`src/rtl/add_carry_seq.sv`:
```
// add_carry_seq: multi-cycle adder/subtractor, one CHUNK-bit slice per clock, LSB slice first.
// Define ADD_CARRY_SEQ_FLAGS_EN to add the ovf and zero result flags.
module add_carry_seq #(
    parameter int WIDTH = 32,
    parameter int CHUNK = 8
) (
    input  logic             clk,
    input  logic             reset,
    input  logic             in_valid,
    output logic             in_ready,
    input  logic [WIDTH-1:0] a,
    input  logic [WIDTH-1:0] b,
    input  logic             cin,
    input  logic             sub,
    output logic             out_valid,
    input  logic             out_ready,
    output logic [WIDTH-1:0] sum,
`ifdef ADD_CARRY_SEQ_FLAGS_EN
    output logic             ovf,
    output logic             zero,
`endif
    output logic             cout
);
    localparam int NSLICE = WIDTH / CHUNK;
    localparam int CW = NSLICE > 1 ? $clog2(NSLICE) : 1;

    typedef enum logic [1:0] {IDLE, RUN, DONE} state_t;

    state_t                       state, state_next;
    logic [NSLICE-1:0][CHUNK-1:0] op_a, op_b, res, res_next;
    logic [CW-1:0]                cnt;
    logic                         carry, last;
    logic [CHUNK:0]               slice_sum;

    assign in_ready  = state == IDLE;
    assign out_valid = state == DONE;
    assign sum       = res;
    assign last      = cnt == CW'(NSLICE - 1);
    assign slice_sum = {1'b0, op_a[cnt]} + {1'b0, op_b[cnt]} + {{CHUNK{1'b0}}, carry};

    always_comb begin
        res_next      = res;
        res_next[cnt] = slice_sum[CHUNK-1:0];
    end

    always_comb begin
        state_next = state;
        case (state)
            IDLE:    state_next = in_valid ? RUN : IDLE;
            RUN:     state_next = last ? DONE : RUN;
            DONE:    state_next = out_ready ? IDLE : DONE;
            default: state_next = IDLE;
        endcase
    end

    always_ff @(posedge clk or negedge reset) begin
        if (!reset)
            state <= IDLE;
        else
            state <= state_next;
    end

`ifdef ADD_CARRY_SEQ_FLAGS_EN
    // carry into the MSB recovered from the MSB's own sum bit
    logic c_msb;
    assign c_msb = op_a[NSLICE-1][CHUNK-1] ^ op_b[NSLICE-1][CHUNK-1] ^ slice_sum[CHUNK-1];
`endif

    always_ff @(posedge clk or negedge reset) begin
        if (!reset) begin
            op_a  <= '0;
            op_b  <= '0;
            res   <= '0;
            cnt   <= '0;
            carry <= 1'b0;
            cout  <= 1'b0;
`ifdef ADD_CARRY_SEQ_FLAGS_EN
            ovf   <= 1'b0;
            zero  <= 1'b0;
`endif
        end else begin
            if (state == IDLE && in_valid) begin
                op_a  <= a;
                op_b  <= sub ? ~b : b;
                carry <= sub | cin;
                cnt   <= '0;
            end
            if (state == RUN) begin
                res   <= res_next;
                carry <= slice_sum[CHUNK];
                cnt   <= last ? '0 : cnt + CW'(1);
                if (last) begin
                    cout <= slice_sum[CHUNK];
`ifdef ADD_CARRY_SEQ_FLAGS_EN
                    ovf  <= c_msb ^ slice_sum[CHUNK];
                    zero <= res_next == '0;
`endif
                end
            end
        end
    end
endmodule
```
`config.mk`:
```
export PLATFORM = sky130hd
export DESIGN_NAME = add_carry_seq
export DESIGN_NICKNAME = d
export VERILOG_FILES = /design/src/rtl/add_carry_seq.sv
export SDC_FILE = /design/constraint.sdc
export NUM_CORES = 1
export LEC_CHECK = 0
export BUFFER_PORTS_ARGS = -buffer_cell sky130_fd_sc_hd__buf_4
export CORE_ASPECT_RATIO = 1.5
export CORE_MARGIN = 4
export CORE_UTILIZATION = 37
export CTS_CLUSTER_SIZE = 20
export DETAILED_ROUTE_END_ITERATION = 6
export PLACE_DENSITY = 0.56
export SKIP_LAST_GASP = 1
export SLEW_MARGIN = 20
export SYNTH_ARGS = -nofsm -noshare
export SYNTH_HDL_FRONTEND = slang
export SYNTH_SLANG_ARGS = --single-unit
```
`constraint.sdc`:
```
create_clock -name clk -period 3.5 [get_ports clk]
set_clock_uncertainty 0.15 [all_clocks]
set_input_delay 0.175 -clock clk [delete_from_list [all_inputs] [get_ports clk]]
set_output_delay 0.175 -clock clk [all_outputs]
set_load 0.1 [all_outputs]
```
# Yosys cells after proc, flatten, opt, wreduce, memory -nomap -nowiden
# Cells that the tools add are included.
[word_totals]
regBits = 102
inputBits = 70
out_inout_bits = 35
wordCells = 48
[op_classes]
n_addsub = 3
order_cmp = 2
n_eq_ne = 3
muxes = 17
n_bitwise = 2
n_reduce_logical = 5
[op_table]
columns = ["op", "count"]
rows = [
  ["binary-select mux 8 bit (select 2 bit)", 2],
  ["bitwise mux 32 bit", 1],
  ["2-to-1 mux 32 bit", 1],
  ["NOT 32 bit", 1],
  ["2-to-1 mux 8 bit", 3],
  ["demux 8 bit (select 2 bit)", 1],
  ["2-to-1 mux 2 bit", 5],
  ["adder 8 x 8 -> 9 bit", 1],
  ["adder 9 x 1 -> 9 bit", 1],
  ["one-hot mux 2 bit (3 select lines)", 1],
  ["== test 2 bit, second input constant", 2],
  ["< comparator 2 x 3 -> 1 bit, second input constant", 1],
  ["2-to-1 mux 1 bit", 3],
  ["adder 2 x 1 -> 2 bit, second input constant", 1],
  ["== test 2 x 1 -> 1 bit, second input constant", 1],
  [">= comparator 2 x 1 -> 1 bit, second input constant", 1],
  ["logical AND 1 bit", 2],
  ["zero test 2 bit", 1],
  ["AND reduction 2 bit", 1],
  ["nonzero test 2 bit", 1],
  ["OR 1 bit", 1],
]

# Logic depth before layout (Yosys ltp)
# Gate-level depths: netlist of the first run.
[depth]
word_depth = 5
mapped_depth = 10
depth_no_buf = 9

# Worst setup path after synthesis of the first run
# Ideal clock, no wire load.
[synth_timing]
path_type = "register to register"
startpoint = "reg state[0]"
endpoint = "reg op_a[0] (netlist bit)"
setup_time_ns = 0.117
t_arrival_ns = 2.626
required_ns = 3.233
path_slack_ns = 0.608
path_stages_with_launch = 7
n_path_buf = 2
synth_period_minus_slack_ns = 2.892
path_cell_list = "dfrtp_1 -> nor2_1 -> nand2_1 -> buf_2 -> buf_2 -> nand2_1 -> nand2_1"
[synth_between]
elab_chain_cells = 2
[synth_lines]
columns = ["item", "line_no", "source"]
rows = [
  ["start: declaration", "29", "state_t state, state_next;"],
  ["start signal: assignment", "60", "state <= state_next;"],
  ["zero test 2 bit", "-", ""],
  ["net in_ready", "10", "output logic in_ready,"],
  ["logical AND 1 bit", "82", "if (state == IDLE && in_valid) begin"],
  ["end signal: assignment", "71", "op_a <= '0;"],
  ["end signal: assignment", "83", "op_a <= a;"],
  ["end: declaration", "30", "logic [NSLICE-1:0][CHUNK-1:0] op_a, op_b, res, res_next;"],
]
# The timed path passes the listed nets, and every way through them passes these cells.
# A chain may end at the register's enable or synchronous reset.

# Worst setup path after layout of the first run
[layout_timing]
startpoint = "reg cnt[1]"
endpoint = "reg res (netlist bit sum[14])"
[layout_between]
elab_chain_cells = 5
word_cells_on_any_way = 12
classes_between = "add/sub (2); order compare (2); mux (7); reduce/logical (1)"
[layout_lines]
columns = ["item", "line_no", "source"]
rows = [
  ["start: declaration", "31", "logic [CW-1:0] cnt;"],
  ["start signal: assignment", "91", "cnt <= last ? '0 : cnt + CW'(1);"],
  ["binary-select mux 8 bit (select 2 bit) (tied with other cells)", "39", "assign slice_sum = {1'b0, op_a[cnt]} + {1'b0, op_b[cnt]} + {{CHUNK{1'b0}}, carry};"],
  ["2-to-1 mux 8 bit (not written as such) or logical AND 1 bit (tied branches)", "39, 43", ""],
  ["adder 8 x 8 -> 9 bit or 2-to-1 mux 8 bit (tied branches)", "39, 43", ""],
  ["adder 9 x 1 -> 9 bit or demux 8 bit (select 2 bit) (tied branches)", "39, 43", ""],
  ["bitwise mux 32 bit (*)", "43", "res_next[cnt] = slice_sum[CHUNK-1:0];"],
  ["end signal: assignment", "89", "res <= res_next;"],
  ["end: declaration", "30", ""],
]
# Mark *: on every way between the ends. The rest lies on a longest branch, timed or not. The select of a mux whose other input is x is not followed.

==> reports/qor.yml, run 1 <==
grt:
  grt_max_degree: 67
  antenna_found_initial: 0
  gr-total-overflow: 0
  grt.total_usage_pct: 16.6
  grt_pass1_wl_mm: 19.3
  grt_pass1_vias: 4022
cts:
  clk_pin_slew_worst_paths_ns: 0.07
  post_cts_resized: 0
  cts_buffers: 9
  cts_hold_buf: 62
  cts.sinks: 102
  cts_tree: "done"
  cts_max_path_buffers: 2
  clock_latency_ns: 0.34
  h-tree-depth: 3
  post-cts-setup-buffer-count: 0
  cts-root-buf: "clkbuf_16"
floorplanning:
  num_io_pins: 105
  dieArea_um2: 14900
  num_rows: 50
  core_area_um2: 12600
  dieWidth_um: 101
  die_y_um: 147
  start_util_pct: 38.1
run:
  max_cap_violations: 0
critical_path:
  crit_top_cell: "fa_1"
  cp_cell_sequence: "mux4_2 > fa_1 > inv_1 > fa_1 > nor2b_4 > o21ai_2 > a21oi_1 > nor3_1 > o31ai_1"
  crit_required_ns: 3.55
  cp-start-kind: "flip-flop"
  slowest_delay_ns: 0.69
  cpLargestDelayFamily: "adder cells"
  crit_type: "flip-flop to flip-flop"
  r2r_setup_slack_ns: 0.46
  critPathSlowestCell: "dfrtp_1"
  crit_path_end_kind: "flip-flop"
  crit_fanout: 12
  arrival_ns: 3.09
  critPathBufInv: 1
synth:
  synth_area_um2: 4790
  ys_warn_count: 0
  yosysTopAreaCell: "dfrtp_1"
  synth.ff_latch_count: 102
  syn_avg_cell_area_um2: 10.3
  synth.top_cell.area_share_pct: 53.3
  yosysSeqAreaShare_pct: 53.3
  syn_nets: 550
  synth_area_leaders: "dfrtp_1 53%, nand2_1 13%, mux4_2 7.5%, o21ai_0 6.5%, xnor2_1 6.2%"
  post_synth_num_cell_types: 32
  synthCells: 467
drt:
  viasPerCell: 4.74
  routed_wl_mm: 11.6
  firstDrtPassIters: 4
  detail-route-antenna-nets: 0
  routedWlPerCell_um: 14.7
  drt_iter0_drc: 84
  route.detailed.drc: 0
  vias: 3722
run_status:
  status: "completed"
placed_design:
  io_buffers: 104
  place_area_um2: 5690
  hpwl_mm: 8.51
  globalplace.congestion: 0.795
  dp.cells: 708
timing:
  finalMaxSlewViolations: 0
  tightestPinTransition_ns: 0.618
  tns_ns: 0
  setup_viol: 0
  hold_viol_final: 0
  slew_headroom_pct: 58.8
  grt_setup_unrepaired: "false"
  period_minus_slack_ns: 3.04
  max_freq_mhz: 329
  post-route-period-util_pct: 86.7
layout:
  diodes: 0
  final_net_count: 708
  post_route_cells_drive_above_1_share_pct: 24.4
  finalNonFillerCells: 786
  final_area_um2: 6630
  area_delta_synth_final_pct: 38.4
hold_path:
  min_path_type: "input port to flip-flop"
==> state kept, by name, indices dropped and copies added (netlist names) <==
signal,count
cout,1
carry,1
op_b,32
op_a,32
sum,32
state,2
cnt,2
==> layer usage <==
metal	part of all wire (%)	GRT usage (%)	up-vias
li1	-	-	1860
met3	3.9	2.61	14
met5	0	0	-
met4	2.2	6.14	0
met1	41	19.7	1770
met2	53	29.7	78
==> synth_stat cells <==
cell type and instances:
a22oi_1 1, nor3_1 1, nand3_1 2, inv_1 8, xnor2_1 34, nand2_2 1
buf_4 1, a211oi_2 1, buf_2 18, fa_1 2, xor2_1 2, o21ai_2 2
dfrtp_1 102, buf_6 1, ha_1 11, o21ai_0 62, o21a_1 1, o311ai_2 1
mux2_2 4, nand2_1 165, o211ai_1 2, nand2b_1 2, clkbuf_1 6, mux4_2 16
a21oi_1 6, nand4_1 1, and2b_1 1, and2_1 1, nor2b_4 1, o31ai_1 6
nor2_1 3, a21o_1 2
==> through the flow <==
step / hold slack, ns / setup slack, ns / utilization, %
3_3_place_gp: 0.0788 / 0.578 / 45.2
6_report: 0.00220 / 0.464 / 52.7
3_5_place_dp: 0.0818 / 0.460 / 45.2
5_1_grt: 0.00144 / 0.330 / 52.7
2_1_floorplan: -0.271 / 0.608 / -
4_1_cts: 0.0000309 / 0.457 / 52.7
==> logic make-up (layout without fill, tap and decap cells) <==
kind of cell / after synthesis / in the layout / share of synthesized area, %
AOI/OAI and AO/OA: 84 / 84 / 9.96
buffers and inverters: 34 / 197 / 3.37
DFF: 102 / 102 / 53.3
and+or+nand+nor: 178 / 178 / 14.6
muxes: 20 / 20 / 8.47
xor gates and xnor gates: 36 / 36 / 6.59
adders and majority gates: 13 / 13 / 3.71
==> placed cells by master, fill, tap and decap left out, drive strengths merged <==
cell / synthesis / routed
clkinv: 0 / 2
dlygate4sd3: 0 / 62
mux4: 16 / 16
a21oi: 6 / 6
clkbuf: 6 / 13
a22oi: 1 / 1
and2b: 1 / 1
o21a: 1 / 1
bufinv: 0 / 1
dfrtp: 102 / 102
o21ai: 64 / 64
nand4: 1 / 1
a211oi: 1 / 1
fa: 2 / 2
nor3: 1 / 1
o311ai: 1 / 1
nor2b: 1 / 1
o211ai: 2 / 2
inv: 8 / 8
nand3: 2 / 2
xor2: 2 / 2
mux2: 4 / 4
xnor2: 34 / 34
nor2: 3 / 3
ha: 11 / 11
and2: 1 / 1
nand2b: 2 / 2
o31ai: 6 / 6
a21o: 2 / 2
buf: 20 / 111
nand2: 166 / 166
==> cell type report <==
cell class / instances / area [um2]
Clock buffer: 13 / 280
Multi-Input combinational cell: 331 / 2080
Timing Repair Buffer: 173 / 1450
Tap cell: 156 / 195
Inverter: 8 / 30.0
Clock inverter: 3 / 40.0
Fill cell: 1159 / 5950
Sequential cell: 102 / 2550
==> worst register-to-register path: stages, from the launching register on <==
cell     delay [ns]
dfrtp_1        0.69
mux4_2         0.42
fa_1           0.46
inv_1          0.09
fa_1           0.25
nor2b_4        0.06
o21ai_2        0.15
a21oi_1        0.11
nor3_1         0.39
o31ai_1        0.15
==> path summary, 6_finish.rpt <==
kind	to	depth (start not counted)	startpoint
worst min register to register	op_a[20]	2	op_a[20]
worst max-delay path	sum[14]	9	cnt[1]
min in group asynchronous	sum[18]	2	reset
worst min-delay path	op_b[20]	3	b[20]
worst max register to register	sum[14]	9	cnt[1]
max in group asynchronous	op_b[0]	3	reset
Power of run 1 is not shown: default switching activity piles up to over one toggle a cycle in this logic, so the estimate is an artifact.
==> run 2: changes to the inputs <==
Settings changed: CORE_MARGIN 4 to 10.
==> reports/qor.yml, run 2 (same netlist as run 1, synthesis figures left out) <==
cts:
  cts_buffers: 9  # unchanged
  clk_pin_slew_worst_paths_ns: 0.06  # about the same
  cts_tree: "done"
  post_cts_resized: 0  # unchanged
  cts-root-buf: "clkbuf_16"
  cts.sinks: 102  # unchanged
  cts_max_path_buffers: 2  # unchanged
  cts_hold_buf: 62  # unchanged
  clock_latency_ns: 0.34  # about the same
  post-cts-setup-buffer-count: 0  # unchanged
  h-tree-depth: 3  # unchanged
critical_path:
  critPathBufInv: 1  # unchanged
  slowest_delay_ns: 0.57  # -0.12 ns
  crit_fanout: 4  # -8
  crit_required_ns: 3.56  # about the same
  crit_top_cell: "fa_1"
  arrival_ns: 3.03  # -0.06 ns
  critPathSlowestCell: "mux4_2"
  crit_type: "flip-flop to flip-flop"
  cpLargestDelayFamily: "adder cells"
  cp-start-kind: "flip-flop"
  cp_cell_sequence: "mux4_2 > fa_1 > inv_1 > fa_1 > nor2b_4 > o21ai_2 > a21oi_1 > nor3_1 > o31ai_1"
  r2r_setup_slack_ns: 0.52  # +0.06 ns
  crit_path_end_kind: "flip-flop"
grt:
  grt_max_degree: 103  # +54%
  antenna_found_initial: 0  # unchanged
  grt_pass1_vias: 4087  # +1.6%
  gr-total-overflow: 0  # unchanged
  grt_pass1_wl_mm: 20.0  # +3.3%
  grt.total_usage_pct: 13.7  # -2.9 points
layout:
  final_net_count: 708  # unchanged
  final_cell_mix: "164 x nand2_1, 110 x buf_4, 102 x dfrtp_1"
  final_util_pct: 52.3  # -0.39 points
  post_route_cells_drive_above_1_share_pct: 23.9  # -0.56 points
  final_common_cell: "nand2_1"
  diodes: 0  # unchanged
  area_delta_synth_final_pct: 37.4
floorplanning:
  num_rows: 50  # unchanged
  die_y_um: 159  # +8.1%
  dieWidth_um: 113  # +12%
  num_io_pins: 105  # unchanged
  dieArea_um2: 18000  # +21%
  start_util_pct: 38.1  # unchanged
  core_area_um2: 12600  # unchanged
timing:
  post-route-period-util_pct: 85.0  # -1.7 points
  setup_viol: 0  # unchanged
  hold_viol_final: 2  # +2
  period_minus_slack_ns: 2.98  # -0.0599 ns
  tns_ns: 0  # unchanged
  finalMaxSlewViolations: 0  # unchanged
  max_freq_mhz: 336  # +2.0%
  slew_headroom_pct: 54.1  # -4.8 points
  tightestPinTransition_ns: 0.687  # +0.0689 ns
  grt_setup_unrepaired: "false"
  hold_ws_ns: -0.00624  # -0.00844 ns
drt:
  route.detailed.drc: 0  # unchanged
  routed_wl_mm: 12.1  # +4.9%
  routedWlPerCell_um: 15.5  # +5.1%
  vias: 3738  # +0.43%
  viasPerCell: 4.77  # +0.69%
  firstDrtPassIters: 4  # unchanged
  drt_iter0_drc: 125  # +49%
  detail-route-antenna-nets: 0  # unchanged
placed_design:
  globalplace.congestion: 0.821  # +3.3%
  hpwl_mm: 8.97  # +5.4%
  io_buffers: 104  # unchanged
hold_path:
  min_path_type: "input port to flip-flop"
run_status:
  status: "finished, violations left"
  violations: "negative hold slack"
run:
  max_cap_violations: 0  # unchanged
## run 2: layout make-up
| class | count | area [um2] |
|---|---|---|
| Sequential cell | 102 | 2550 |
| Fill cell | 1123 | 6000 |
| Multi-Input combinational cell | 331 | 2080 |
| Tap cell | 156 | 195 |
| Inverter | 8 | 30.0 |
| Timing Repair Buffer | 173 | 1470 |
| Clock buffer | 13 | 250 |
| Clock inverter | 1 | 7.51 |
## run 2: worst reg2reg max path: cells and delay by family, from the launching register on
family | cells | cell delay [ns]
and+or+nand+nor | 2 | 0.46
AOI/OAI and AO/OA | 3 | 0.39
muxes | 1 | 0.57
adders and majority gates | 2 | 0.72
DFF | 1 | 0.45
buffers and inverters | 1 | 0.09
## run 2: worst paths after layout
| kind | start | to | cells after the start |
|---|---|---|---|
| setup / recovery | cnt[0] | sum[14] | 9 |
| hold / removal | b[16] | op_b[16] | 3 |
| setup reg to reg | cnt[0] | sum[14] | 9 |
| hold reg to reg | op_a[30] | op_a[30] | 2 |
| max in group asynchronous | reset | op_b[7] | 3 |
| min in group asynchronous | reset | sum[18] | 3 |
## run 2: metal layers
layer  share of wire, %  global-route usage [%]
met5                  0                       0
met4                2.7                    5.90
met3                4.4                    3.28
met2                 53                    24.1
met1                 40                    15.2
## run 2: through the flow
stage | instances | instance area [um2] | hold WS [ns] | setup slack [ns]
5_1_grt | 784 | 6580 | 0.0127 | 0.360
6_report | 784 | 6580 | -0.00624 | 0.524
3_5_place_dp | 708 | 5700 | 0.135 | 0.528
3_3_place_gp | 708 | 5700 | 0.133 | 0.688
4_1_cts | 784 | 6580 | 0.000959 | 0.522
2_1_floorplan | 467 | 4790 | -0.271 | 0.608
Power of run 2 is left out for the same reason.
